### config.mk
export PLATFORM = sky130hd
export DESIGN_NAME = opcode_table
export DESIGN_NICKNAME = d
export VERILOG_FILES = /design/src/rtl/opcode_table.sv
export SDC_FILE = /design/constraint.sdc
export NUM_CORES = 1
export LEC_CHECK = 0
export ABC_AREA = 1
export ABC_CLOCK_PERIOD_IN_PS = 3400
export CAP_MARGIN = 20
export CORE_MARGIN = 3
export CORE_UTILIZATION = 60
export CTS_CLUSTER_DIAMETER = 150
export DETAILED_ROUTE_END_ITERATION = 6
export PLACE_DENSITY = 0.79
export REMOVE_ABC_BUFFERS = 1
export SYNTH_ARGS = -nofsm -noshare
export SYNTH_HDL_FRONTEND = slang
export SYNTH_SLANG_ARGS = --single-unit
export TNS_END_PERCENT = 30
### constraint.sdc
create_clock -name clk -period 3.4 [get_ports clk]
set_input_delay 0.51 -clock clk [delete_from_list [all_inputs] [get_ports clk]]
set_output_delay 0.51 -clock clk [all_outputs]
set_load 0.005 [all_outputs]
### src/rtl/opcode_table.sv
// opcode_table: small associative key table driven by a command/response
// handshake. Every scanning command walks all DEPTH entries one per cycle,
// so latency is fixed regardless of where (or whether) a key is found.
module opcode_table #(
    parameter int WIDTH = 11,
    parameter int DEPTH = 8
) (
    input  logic                     clk,
    input  logic                     reset,
    input  logic                     cmd_valid,
    output logic                     cmd_ready,
    input  logic [1:0]               cmd_op,
    input  logic [WIDTH-1:0]         cmd_key,
    output logic                     resp_valid,
    output logic [1:0]               resp_status,
    output logic [$clog2(DEPTH)-1:0] resp_index,
    output logic [$clog2(DEPTH):0]   count,
    output logic                     full
);

    localparam int IDX_W = $clog2(DEPTH);
    localparam int CNT_W = IDX_W + 1;

    localparam logic [1:0] OP_INSERT = 2'b00;
    localparam logic [1:0] OP_DELETE = 2'b01;
    localparam logic [1:0] OP_CLEAR  = 2'b10;
    localparam logic [1:0] OP_LOOKUP = 2'b11;

    localparam logic [1:0] ST_OK       = 2'b00;
    localparam logic [1:0] ST_DUP      = 2'b01;
    localparam logic [1:0] ST_FULL     = 2'b10;
    localparam logic [1:0] ST_NOTFOUND = 2'b11;

    typedef enum logic [1:0] {
        IDLE = 2'b00,
        SCAN = 2'b01,
        RESP = 2'b10
    } state_t;

    state_t             state_r;
    logic [1:0]         op_r;
    logic [WIDTH-1:0]   key_r;
    logic [IDX_W-1:0]   scan_idx_r;
    logic               match_found_r;
    logic [IDX_W-1:0]   match_idx_r;
    logic               free_found_r;
    logic [IDX_W-1:0]   free_idx_r;
    logic [WIDTH-1:0]   key_mem_r [DEPTH];
    logic [DEPTH-1:0]   valid_r;
    logic [CNT_W-1:0]   count_r;
    logic               full_r;
    logic               resp_valid_r;
    logic [1:0]         resp_status_r;
    logic [IDX_W-1:0]   resp_index_r;

    logic               hit_s;
    logic               free_s;
    logic               last_s;
    logic               match_found_s;
    logic [IDX_W-1:0]   match_idx_s;
    logic               free_found_s;
    logic [IDX_W-1:0]   free_idx_s;

    // Ready is withheld while reset is asserted so no command can slip in.
    assign cmd_ready   = (state_r == IDLE) && !reset;
    assign resp_valid  = resp_valid_r;
    assign resp_status = resp_status_r;
    assign resp_index  = resp_index_r;
    assign count       = count_r;
    assign full        = full_r;

    // Examine the current scan entry and fold it into the lowest-match / lowest-free trackers.
    always_comb begin
        hit_s  = valid_r[scan_idx_r] && (key_mem_r[scan_idx_r] == key_r);
        free_s = !valid_r[scan_idx_r];
        last_s = (scan_idx_r == IDX_W'(DEPTH - 1));
        if (match_found_r) begin
            match_found_s = 1'b1;
            match_idx_s   = match_idx_r;
        end else begin
            match_found_s = hit_s;
            match_idx_s   = scan_idx_r;
        end
        if (free_found_r) begin
            free_found_s = 1'b1;
            free_idx_s   = free_idx_r;
        end else begin
            free_found_s = free_s;
            free_idx_s   = scan_idx_r;
        end
    end

    // Control FSM, table storage and registered response; all table changes land on entry to RESP.
    always_ff @(posedge clk) begin
        if (reset) begin
            state_r       <= IDLE;
            op_r          <= 2'b00;
            key_r         <= '0;
            scan_idx_r    <= '0;
            match_found_r <= 1'b0;
            match_idx_r   <= '0;
            free_found_r  <= 1'b0;
            free_idx_r    <= '0;
            valid_r       <= '0;
            count_r       <= '0;
            full_r        <= 1'b0;
            resp_valid_r  <= 1'b0;
            resp_status_r <= ST_OK;
            resp_index_r  <= '0;
        end else begin
            case (state_r)
                IDLE: begin
                    resp_valid_r <= 1'b0;
                    if (cmd_valid) begin
                        op_r          <= cmd_op;
                        key_r         <= cmd_key;
                        scan_idx_r    <= '0;
                        match_found_r <= 1'b0;
                        free_found_r  <= 1'b0;
                        if (cmd_op == OP_CLEAR) begin
                            // Keys are left in place; dropping the valid bits empties the table.
                            valid_r       <= '0;
                            count_r       <= '0;
                            full_r        <= 1'b0;
                            resp_valid_r  <= 1'b1;
                            resp_status_r <= ST_OK;
                            resp_index_r  <= '0;
                            state_r       <= RESP;
                        end else begin
                            state_r <= SCAN;
                        end
                    end else begin
                        state_r <= IDLE;
                    end
                end

                SCAN: begin
                    match_found_r <= match_found_s;
                    match_idx_r   <= match_idx_s;
                    free_found_r  <= free_found_s;
                    free_idx_r    <= free_idx_s;
                    if (!last_s) begin
                        scan_idx_r <= scan_idx_r + IDX_W'(1);
                    end else begin
                        scan_idx_r   <= '0;
                        state_r      <= RESP;
                        resp_valid_r <= 1'b1;
                        case (op_r)
                            OP_INSERT: begin
                                if (match_found_s) begin
                                    resp_status_r <= ST_DUP;
                                    resp_index_r  <= match_idx_s;
                                end else if (free_found_s) begin
                                    key_mem_r[free_idx_s] <= key_r;
                                    valid_r[free_idx_s]   <= 1'b1;
                                    count_r               <= count_r + CNT_W'(1);
                                    full_r                <= ((count_r + CNT_W'(1)) == CNT_W'(DEPTH));
                                    resp_status_r         <= ST_OK;
                                    resp_index_r          <= free_idx_s;
                                end else begin
                                    resp_status_r <= ST_FULL;
                                    resp_index_r  <= '0;
                                end
                            end
                            OP_DELETE: begin
                                if (match_found_s) begin
                                    valid_r[match_idx_s] <= 1'b0;
                                    count_r              <= count_r - CNT_W'(1);
                                    full_r               <= 1'b0;
                                    resp_status_r        <= ST_OK;
                                    resp_index_r         <= match_idx_s;
                                end else begin
                                    resp_status_r <= ST_NOTFOUND;
                                    resp_index_r  <= '0;
                                end
                            end
                            OP_LOOKUP: begin
                                if (match_found_s) begin
                                    resp_status_r <= ST_OK;
                                    resp_index_r  <= match_idx_s;
                                end else begin
                                    resp_status_r <= ST_NOTFOUND;
                                    resp_index_r  <= '0;
                                end
                            end
                            default: begin
                                // CLEAR never scans; answer benignly if it ever does.
                                resp_status_r <= ST_OK;
                                resp_index_r  <= '0;
                            end
                        endcase
                    end
                end

                RESP: begin
                    resp_valid_r <= 1'b0;
                    state_r      <= IDLE;
                end

                default: begin
                    resp_valid_r <= 1'b0;
                    state_r      <= IDLE;
                end
            endcase
        end
    end

endmodule

Yosys cells after proc, flatten, opt, wreduce, memory -nomap -nowiden:

Memory sizes are Yosys's and may differ from the RTL's. A register that Yosys moved wholly into a read port is not among the register bits.
Index checks and enable logic that the tools add are counted.

* add/subtract/negate cells: 3
* magnitude comparators: 5
* equal/unequal tests: 14
* mux-type cells: 73
* bitwise operators: 3
* reductions and logical operators: 14

Operator list (count)
* $mux W8: 6
* $mux W3: 12
* $pmux W8 S2: 2
* $mux W4: 6
* $mux W1: 22
* $mux W2: 9
* $pmux W3 S2: 3
* $pmux W4 S2: 2
* $lt A3 B4 Y1 const B: 3
* $pmux W2 S2: 3
* $eq A11 B11 Y1: 1
* $pmux W1 S2: 5
* $ne A3 B3 Y1 const B: 3
* $and A8 B8 Y8: 1
* $not A8 Y8: 1
* $or A8 B8 Y8: 1
* $reduce_and A8 Y1: 1
* $demux W1 S3: 2
* $ge A3 B1 Y1 const B: 2
* $add A4 B1 Y4 const B: 1
* $eq A2 B1 Y1 const B: 2
* $eq A2 B2 Y1 const B: 2
* $eq A4 B4 Y1 const B: 1
* $logic_and A1 B1 Y1: 4
* 13 further kinds: 17

* bits in registers: 45
* bits in writable memories: 88
* input port bits: 16
* output and inout bits: 12
* logic and storage cells: 127
* memories kept: 1

Memories
* key_mem_r: depth 8, bits a word 11, read ports 1, clocked after memory_dff 1, wr ports 1, line 48 `logic [WIDTH-1:0] key_mem_r [DEPTH];`

Depth between registers and ports, before layout:

Gate-level depths: netlist (run 1).

* word-level depth: 11
* mapped depth: 20
* mapped depth without buffers: 18

Worst setup path after synthesis (run 1):

No wires, ideal clock.

* kind: reg-to-reg
* start: register with a tool-made name
* end: memory key_mem_r[0][0] (enable)
* setup time: 0.378 ns
* data arrival time: 2.164 ns
* data required time: 3.022 ns
* path slack: 0.858 ns
* cell stages (with the launch flop): 17
* path buffers: 2
* clock period less this slack: 2.542 ns
* cell sequence: dfxtp_1 > buf_4 > buf_6 > nand2_1 > nand3_1 > nand3_1 > nand2_1 > nand2_1 > nand2_1 > nor2_1 > nand2_1 > nor2_1 > nand2_2 > nand2_1 > inv_2 > nand4_2 > nor2_1

RTL lines (line)
* to (decl): 48

==> results of run 1 <==
-- tightest hold or removal path, stage by stage (launching register included) --
cell and delay, ns:
dfxtp_1 0.31, nand2_1 0.06, a21oi_1 0.06
-- per-stage QoR --
stage	hold slack (ns)	setup TNS, ns
finish	0.4715	0
global route	0.5010	0
CTS	0.4702	0
detailed placement	0.4585	0
global placement	0.4591	0
floorplan	0.4557	-11.26
-- routing by layer --
| layer | share of wire | track usage | routed length (um) | vias to the layer above |
|---|---|---|---|---|
| met5 | 0 | 0 | 0 | - |
| met2 | 0.47 | 0.4387 | 7036 | 225 |
| met3 | 0.071 | 0.05506 | 1075 | 50 |
| met4 | 0.035 | 0.1434 | 529 | 0 |
| met1 | 0.43 | 0.3528 | 6422 | 2385 |
| li1 | - | - | - | 2486 |
-- area by class of cell --
class                   instances  area [um2]
repair buffers                 43       390.4
inverters                     122       457.9
well taps                     133       166.4
multi-input cells             461        2151
flip-flops and latches        135        3583
clock inverters                12       97.59
fillers                       748        2728
clock buffers                  20       425.4
-- cell usage after synthesis, types with 5 or more instances --
| library cell | instances | area share |
|---|---|---|
| o21ai_1 | 5 | 0.0040 |
| or2_2 | 7 | 0.0069 |
| clkbuf_1 | 10 | 0.0059 |
| nand3b_1 | 5 | 0.0059 |
| nor2_1 | 65 | 0.039 |
| a21oi_1 | 26 | 0.021 |
| nand2_1 | 197 | 0.12 |
| inv_2 | 5 | 0.0030 |
| dfxtp_1 | 47 | 0.15 |
| nand4_1 | 9 | 0.0089 |
| buf_2 | 10 | 0.0079 |
| o21ai_0 | 42 | 0.033 |
| ha_1 | 5 | 0.0099 |
| nand3_1 | 73 | 0.058 |
| nor3_1 | 5 | 0.0040 |
| edfxtp_1 | 88 | 0.42 |
| inv_1 | 117 | 0.069 |
-- flip-flops by register name (all words and copies together), names as in the netlist, named ones only --
| signal | cells |
|---|---|
| scan_idx_r | 3 |
| full | 1 |
| op_r | 2 |
| valid_r | 8 |
| resp_index | 3 |
| match_idx_r | 3 |
| resp_valid | 1 |
| state_r | 1 |
| free_idx_r | 3 |
| count | 4 |
| resp_status | 2 |
| key_mem_r | 88 |
| free_found_r | 1 |
| key_r | 11 |
| match_found_r | 1 |
-- power groups by stage --
stage                     Clock [mW]  Sequential [mW]  Combinational, mW
after floorplan                    0             1.91              0.320
final                           1.61             1.90              0.505
after global routing            1.69             1.90              0.569
after detailed placement           0             1.93              0.497
after global placement             0             1.93              0.479
after CTS                       1.63             1.89              0.501
-- final timing paths --
check | slack [ns] | from | endpoint
max | 0.45 | register | key_mem_r[5][6]$_DFFE_PP_
max reg2reg | 0.45 | register | key_mem_r[5][6]$_DFFE_PP_
min reg2reg | 0.47 | resp_index[2]$_SDFFE_PP0P_ | resp_index[2]$_SDFFE_PP0P_
min | 0.47 | resp_index[2]$_SDFFE_PP0P_ | resp_index[2]$_SDFFE_PP0P_
-- kinds of logic (layout without fill, tap and decap cells) --
group	Yosys count	in the layout	synth area share
flip-flops	135	135	0.5662
XOR/XNOR	2	2	0.002768
AO/OA/AOI/OAI	86	86	0.07414
adder cells (fa/ha/maj)	5	5	0.009885
buffers and inverters	148	197	0.09391
AND/OR/NAND/NOR	368	368	0.2531
==> flow_summary.yaml, run 1 <==
die:
  core_box_area_mm2: 0.01000
  die_area_mm2: 0.01182
  floorplan.die.height_um: 108.7
  floorplan.rows: 36
  floorplan.initialDensity: 0.6329
  top_level_ports: 28
  dieWidth_um: 108.7
timing:
  timing.final.max_slew_violations: 0
  slew_headroom: 0.4449
  worstMarginPinSlew_ns: 0.8240
  hold_viol: 0
  fin_crit_sh: 0.8691
  worst_slack_ns: 0.4451
  setup_violations: 0
  max_clock_freq_mhz: 338.4
  finClkSkew_ns: 0.006925
  final.min_clock_period_ns: 2.955
  rsz_0062_raised_after_global_routing: "false"
critical_path:
  worst-r2r-cell-count: 16
  critical_path.cell_chain: "inv_2, nand2_1, nand3_1, nand3_1, nand2_1, nand2_1, nand2_1, nor2_1, nand2_1, nor2_1, nand2_2, nand2_1, inv_2, nand4_2, nor2_1, buf_4"
  worst-endpoint-arrival_ns: 3.18
  critical_path_top_delay_cell: "inv_2"
  cp_num_buf_inv: 3
  path_type_of_the_worst_setup_path: "reg -> reg"
  critical-path-top-delay-family: "simple AND/OR/NAND/NOR gates"
  path_depth: 16
  critical_path.most_common_cell: "nand2_1"
  cp_slowest_stage_delay_ns: 0.47
  critical_path.max_fanout: 40
  crit_path_launch_type: "register"
  setup.worst_path.end_class: "register"
  required_time_at_the_endpoint_of_the_critical_path_ns: 3.63
synthesis:
  netlist_area_mm2: 0.006329
  postSynthCellCount: 744
  synth_seq_cells: 135
  yosys_cell_types: 34
  synth.yosys.seq_area_share: 0.5662
  number_of_enable_type_register_cells_in_the_synthesized_netlist: 88
  ys_flop_type: "edfxtp_1"
  yosysWarningCount: 0
  syn_area_per_cell_um2: 8.506
  async_reset_ff_frac: 0
place:
  dp.cells: 894
  place_ws_ns: 0.4848
  place_congestion: 0.9119
  placed_area_mm2: 0.006749
  detailedPlacementHpwl_um: 10070
  io_port_bufs: 27
power:
  pwr-share-seq: 0.473
  clock_power_share: 0.402
  switching_share: 0.2780
  power.total_mw: 4.014
  p_int_mw: 2.898
  power_frac_comb: 0.126
  leakagePower_nw: 3.195
  net-switching-power_mw: 1.116
  pwr_density_cell_mw_per_mm2: 552.0
  power.ir.vdd_worst_mv: 0.3795
clock_network:
  path_clk_slew_ns: 0.06
  max-clock-path-buffers: 2
  later_pin_clock_latency_in_the_skew_report_ns: 0.53
  cts-root-buf: "clkbuf_8"
  inserted_clock_buffers: 17
  cts.repair.resized: 0
  clock_tree_from_tritoncts: "built"
  clkSinkCount: 135
  htree_levels: 4
  cts_setup_buffers: 0
  holdBufCountCts: 0
run_status:
  run_status: "finished, violations left"
  violated_checks: "DRC"
worst_hold_path:
  worstHoldPathCells: 2
  min-delay-path-class: "reg -> reg"
grt:
  grt_antenna_before_repair: 0
  grt_start_max_net_pins: 49
  grt_util_all_layers: 0.2736
  first_global_vias: 5029
  grt_first_pass_wirelength_um: 24310
  globalRouteOverflowTotal: 0
final_layout:
  final_cell_mix: "nand2_1 (197), inv_1 (117), edfxtp_1 (88)"
  stdcell_area_mm2: 0.007272
  drive_gt1_frac: 0.08197
  post_layout_nonfiller_instances: 926
  n_antenna_cell: 0
  finish.net_count: 801
  area_growth_pct: 14.91
  finish.utilization: 0.7272
  layout.cells.most_common: "nand2_1"
drt:
  routedWlPerCell_um: 16.27
  routed_wirelength_um: 15060
  detail_route.first_pass.iterations: 7
  detailedRoute.firstIterationViolations: 438
  via_per_inst: 5.557
  total_number_of_vias: 5146
  ant_nets: 0
  drc: 6
flow_run:
  max_cap_viol_count: 0
(Power assumes the default switching activity.)
==> run 2, diff against run 1 <==
CORE_MARGIN = default   (was 3)
==> run 2 against run 1 <==
Compared with the run above:
- the flow now finishes without violations
- non-clock buffer count increased by 2
- combinational power increased by 3%
- global-route usage increased by 3.7 points
- routed wire length increased by 5.5%
- register-to-register slack got worse by 0.05 ns
- total power increased by 4.2%
- largest power group unchanged
- sequential power about the same
- hold slack got worse by 0.0028 ns
==> flow_summary.yaml, run 2 (synthesis results as in run 1) <==
final_layout:
  finish.utilization: 0.7144
  drive_gt1_frac: 0.08176
  final_cell_mix: "nand2_1 (197), inv_1 (117), edfxtp_1 (88)"
  layout.cells.most_common: "nand2_1"
  largest_registers: "key_mem_r: 88 flops, key_r: 11 flops, valid_r: 8 flops"
  area_growth_pct: 16.01
  nFillCells: 803
  finish.net_count: 803
  n_antenna_cell: 0
  largest_register_ff_count: 88
  largest_register: "key_mem_r"
critical_path:
  path_type_of_the_worst_setup_path: "reg -> reg"
  critical_path_top_delay_cell: "buf_4"
  crit_path_launch_type: "register"
  critical-path-top-delay-family: "simple AND/OR/NAND/NOR gates"
  reg2reg_slack_ns: 0.40
  cp_slowest_stage_delay_ns: 0.44
  critical_path.max_fanout: 48
  setup.worst_path.end_class: "register"
  worst-endpoint-arrival_ns: 3.23
  cp_num_buf_inv: 3
  worst-r2r-cell-count: 16
  worst_r2r_endpoint: "key_mem_r[0][9]$_DFFE_PP_"
  critical_path.cell_chain: "buf_4, nand2_1, nand3_1, nand3_1, nand2_1, nand2_1, nand2_1, nor2_1, nand2_1, nor2_1, nand2_2, nand2_1, inv_2, nand4_2, nor2_1, buf_4"
  critical_path.most_common_cell: "nand2_1"
  required_time_at_the_endpoint_of_the_critical_path_ns: 3.63
clock_network:
  holdBufCountCts: 0
  path_clk_slew_ns: 0.06
  inserted_clock_buffers: 17
  cts.repair.resized: 0
  later_pin_clock_latency_in_the_skew_report_ns: 0.53
  cts-root-buf: "clkbuf_8"
  clock_tree_from_tritoncts: "built"
  htree_levels: 4
  clkSinkCount: 135
  max-clock-path-buffers: 2
  cts_setup_buffers: 0
grt:
  grt_start_max_net_pins: 49
  grt_antenna_before_repair: 0
  first_global_vias: 5114
  grt_util_all_layers: 0.3102
  grt_first_pass_wirelength_um: 25940
  globalRouteOverflowTotal: 0
die:
  die_area_mm2: 0.01096
  dieWidth_um: 104.7
  floorplan.rows: 37
  core_box_area_mm2: 0.01028
  floorplan.initialDensity: 0.6158
  top_level_ports: 28
  floorplan.die.height_um: 104.7
timing:
  setup_violations: 0
  timing.final.max_slew_violations: 0
  max_clock_freq_mhz: 333.0
  final.min_clock_period_ns: 3.003
  worstMarginPinSlew_ns: 0.8218
  hold_ws_ns: 0.4687
  finClkSkew_ns: 0.008179
  hold_viol: 0
  slew_headroom: 0.4463
  rsz_0062_raised_after_global_routing: "false"
  fin_crit_sh: 0.8832
drt:
  routed_wirelength_um: 15900
  total_number_of_vias: 5265
  routedWlPerCell_um: 17.08
  detail_route.first_pass.iterations: 5
  detailedRoute.firstIterationViolations: 430
  via_per_inst: 5.655
  ant_nets: 0
  drc: 0
power:
  power.total_mw: 4.185
  pwr_density_cell_mw_per_mm2: 570.0
  leakagePower_nw: 3.245
  power.ir.vdd_worst_mv: 0.3289
worst_hold_path:
  hold-path-endpoint: "resp_index[0]$_SDFFE_PP0P_"
  hold_start: "resp_index[0]$_SDFFE_PP0P_"
  min-delay-path-class: "reg -> reg"
  worstHoldPathCells: 2
place:
  detailedPlacementHpwl_um: 10390
  io_port_bufs: 27
  place_congestion: 0.8726
flow_run:
  max_cap_viol_count: 0
run_status:
  run_status: "finished clean"
run 2: changes by cell type in the layout (fill, tap and decap cells not counted), moves of 2 or more:
cell        before  now
buf_4           16   18
clkbuf_16       16   20
clkinv_2         1    3
clkinv_4         5    0
clkinvlp_4       3    0
inv_4            0    2
inv_6            3    0
run 2: report_power, final:
| part | total (mW) | switching [mW] | internal [mW] |
|---|---|---|---|
| logic | 0.520 | 0.338 | 0.182 |
| registers | 1.90 | 0.0855 | 1.82 |
| clock network | 1.76 | 0.677 | 1.09 |
| total | 4.18 | 1.10 | 3.08 |
run 2: worst max-delay path by stage:
stage | cells after the start | start | slack [ns] | endpoint
after detailed placement | 16 | register | 0.53 | key_mem_r[5][8]$_DFFE_PP_
final | 16 | register | 0.40 | key_mem_r[0][9]$_DFFE_PP_
after CTS | 16 | register | 0.47 | key_mem_r[0][8]$_DFFE_PP_
after global routing | 16 | register | 0.18 | key_mem_r[0][8]$_DFFE_PP_
after floorplan | 16 | register | -0.13 | key_mem_r[0][0]$_DFFE_PP_
after global placement | 16 | register | 0.61 | key_mem_r[1][3]$_DFFE_PP_
run 2: cell type report:
cell class / count / area [um2] / share of cell area
timing repair buffer: 45 / 405.4 / 0.05521
inverter: 122 / 457.9 / 0.06237
sequential: 135 / 3583 / 0.4881
clock buffer: 26 / 543.0 / 0.07396
clock inverter: 6 / 31.28 / 0.004260
multi-input combinational: 461 / 2151 / 0.2929
tap: 136 / 170.2 / 0.02318
run 2: per-layer routing:
metal  global-route usage  wire length [um]
met3              0.05802              1313
met2               0.4976              7476
met1               0.4083              6490
met4               0.1479               618
met5                    0                 0
run 2: worst min-delay path, stage by stage, from the launching register on:
cell	delay, ns
dfxtp_1	0.31
nand2_1	0.06
a21oi_1	0.05
run 2: through the flow:
step	setup TNS (ns)	cells	setup slack (ns)	instance area, um2
2_1_floorplan	-11.26	718	-0.1280	6192
3_3_place_gp	0	899	0.6138	6768
3_5_place_dp	0	899	0.5307	6768
4_1_cts	0	931	0.4700	7342
5_1_grt	0	931	0.1823	7342
6_report	0	931	0.3973	7342
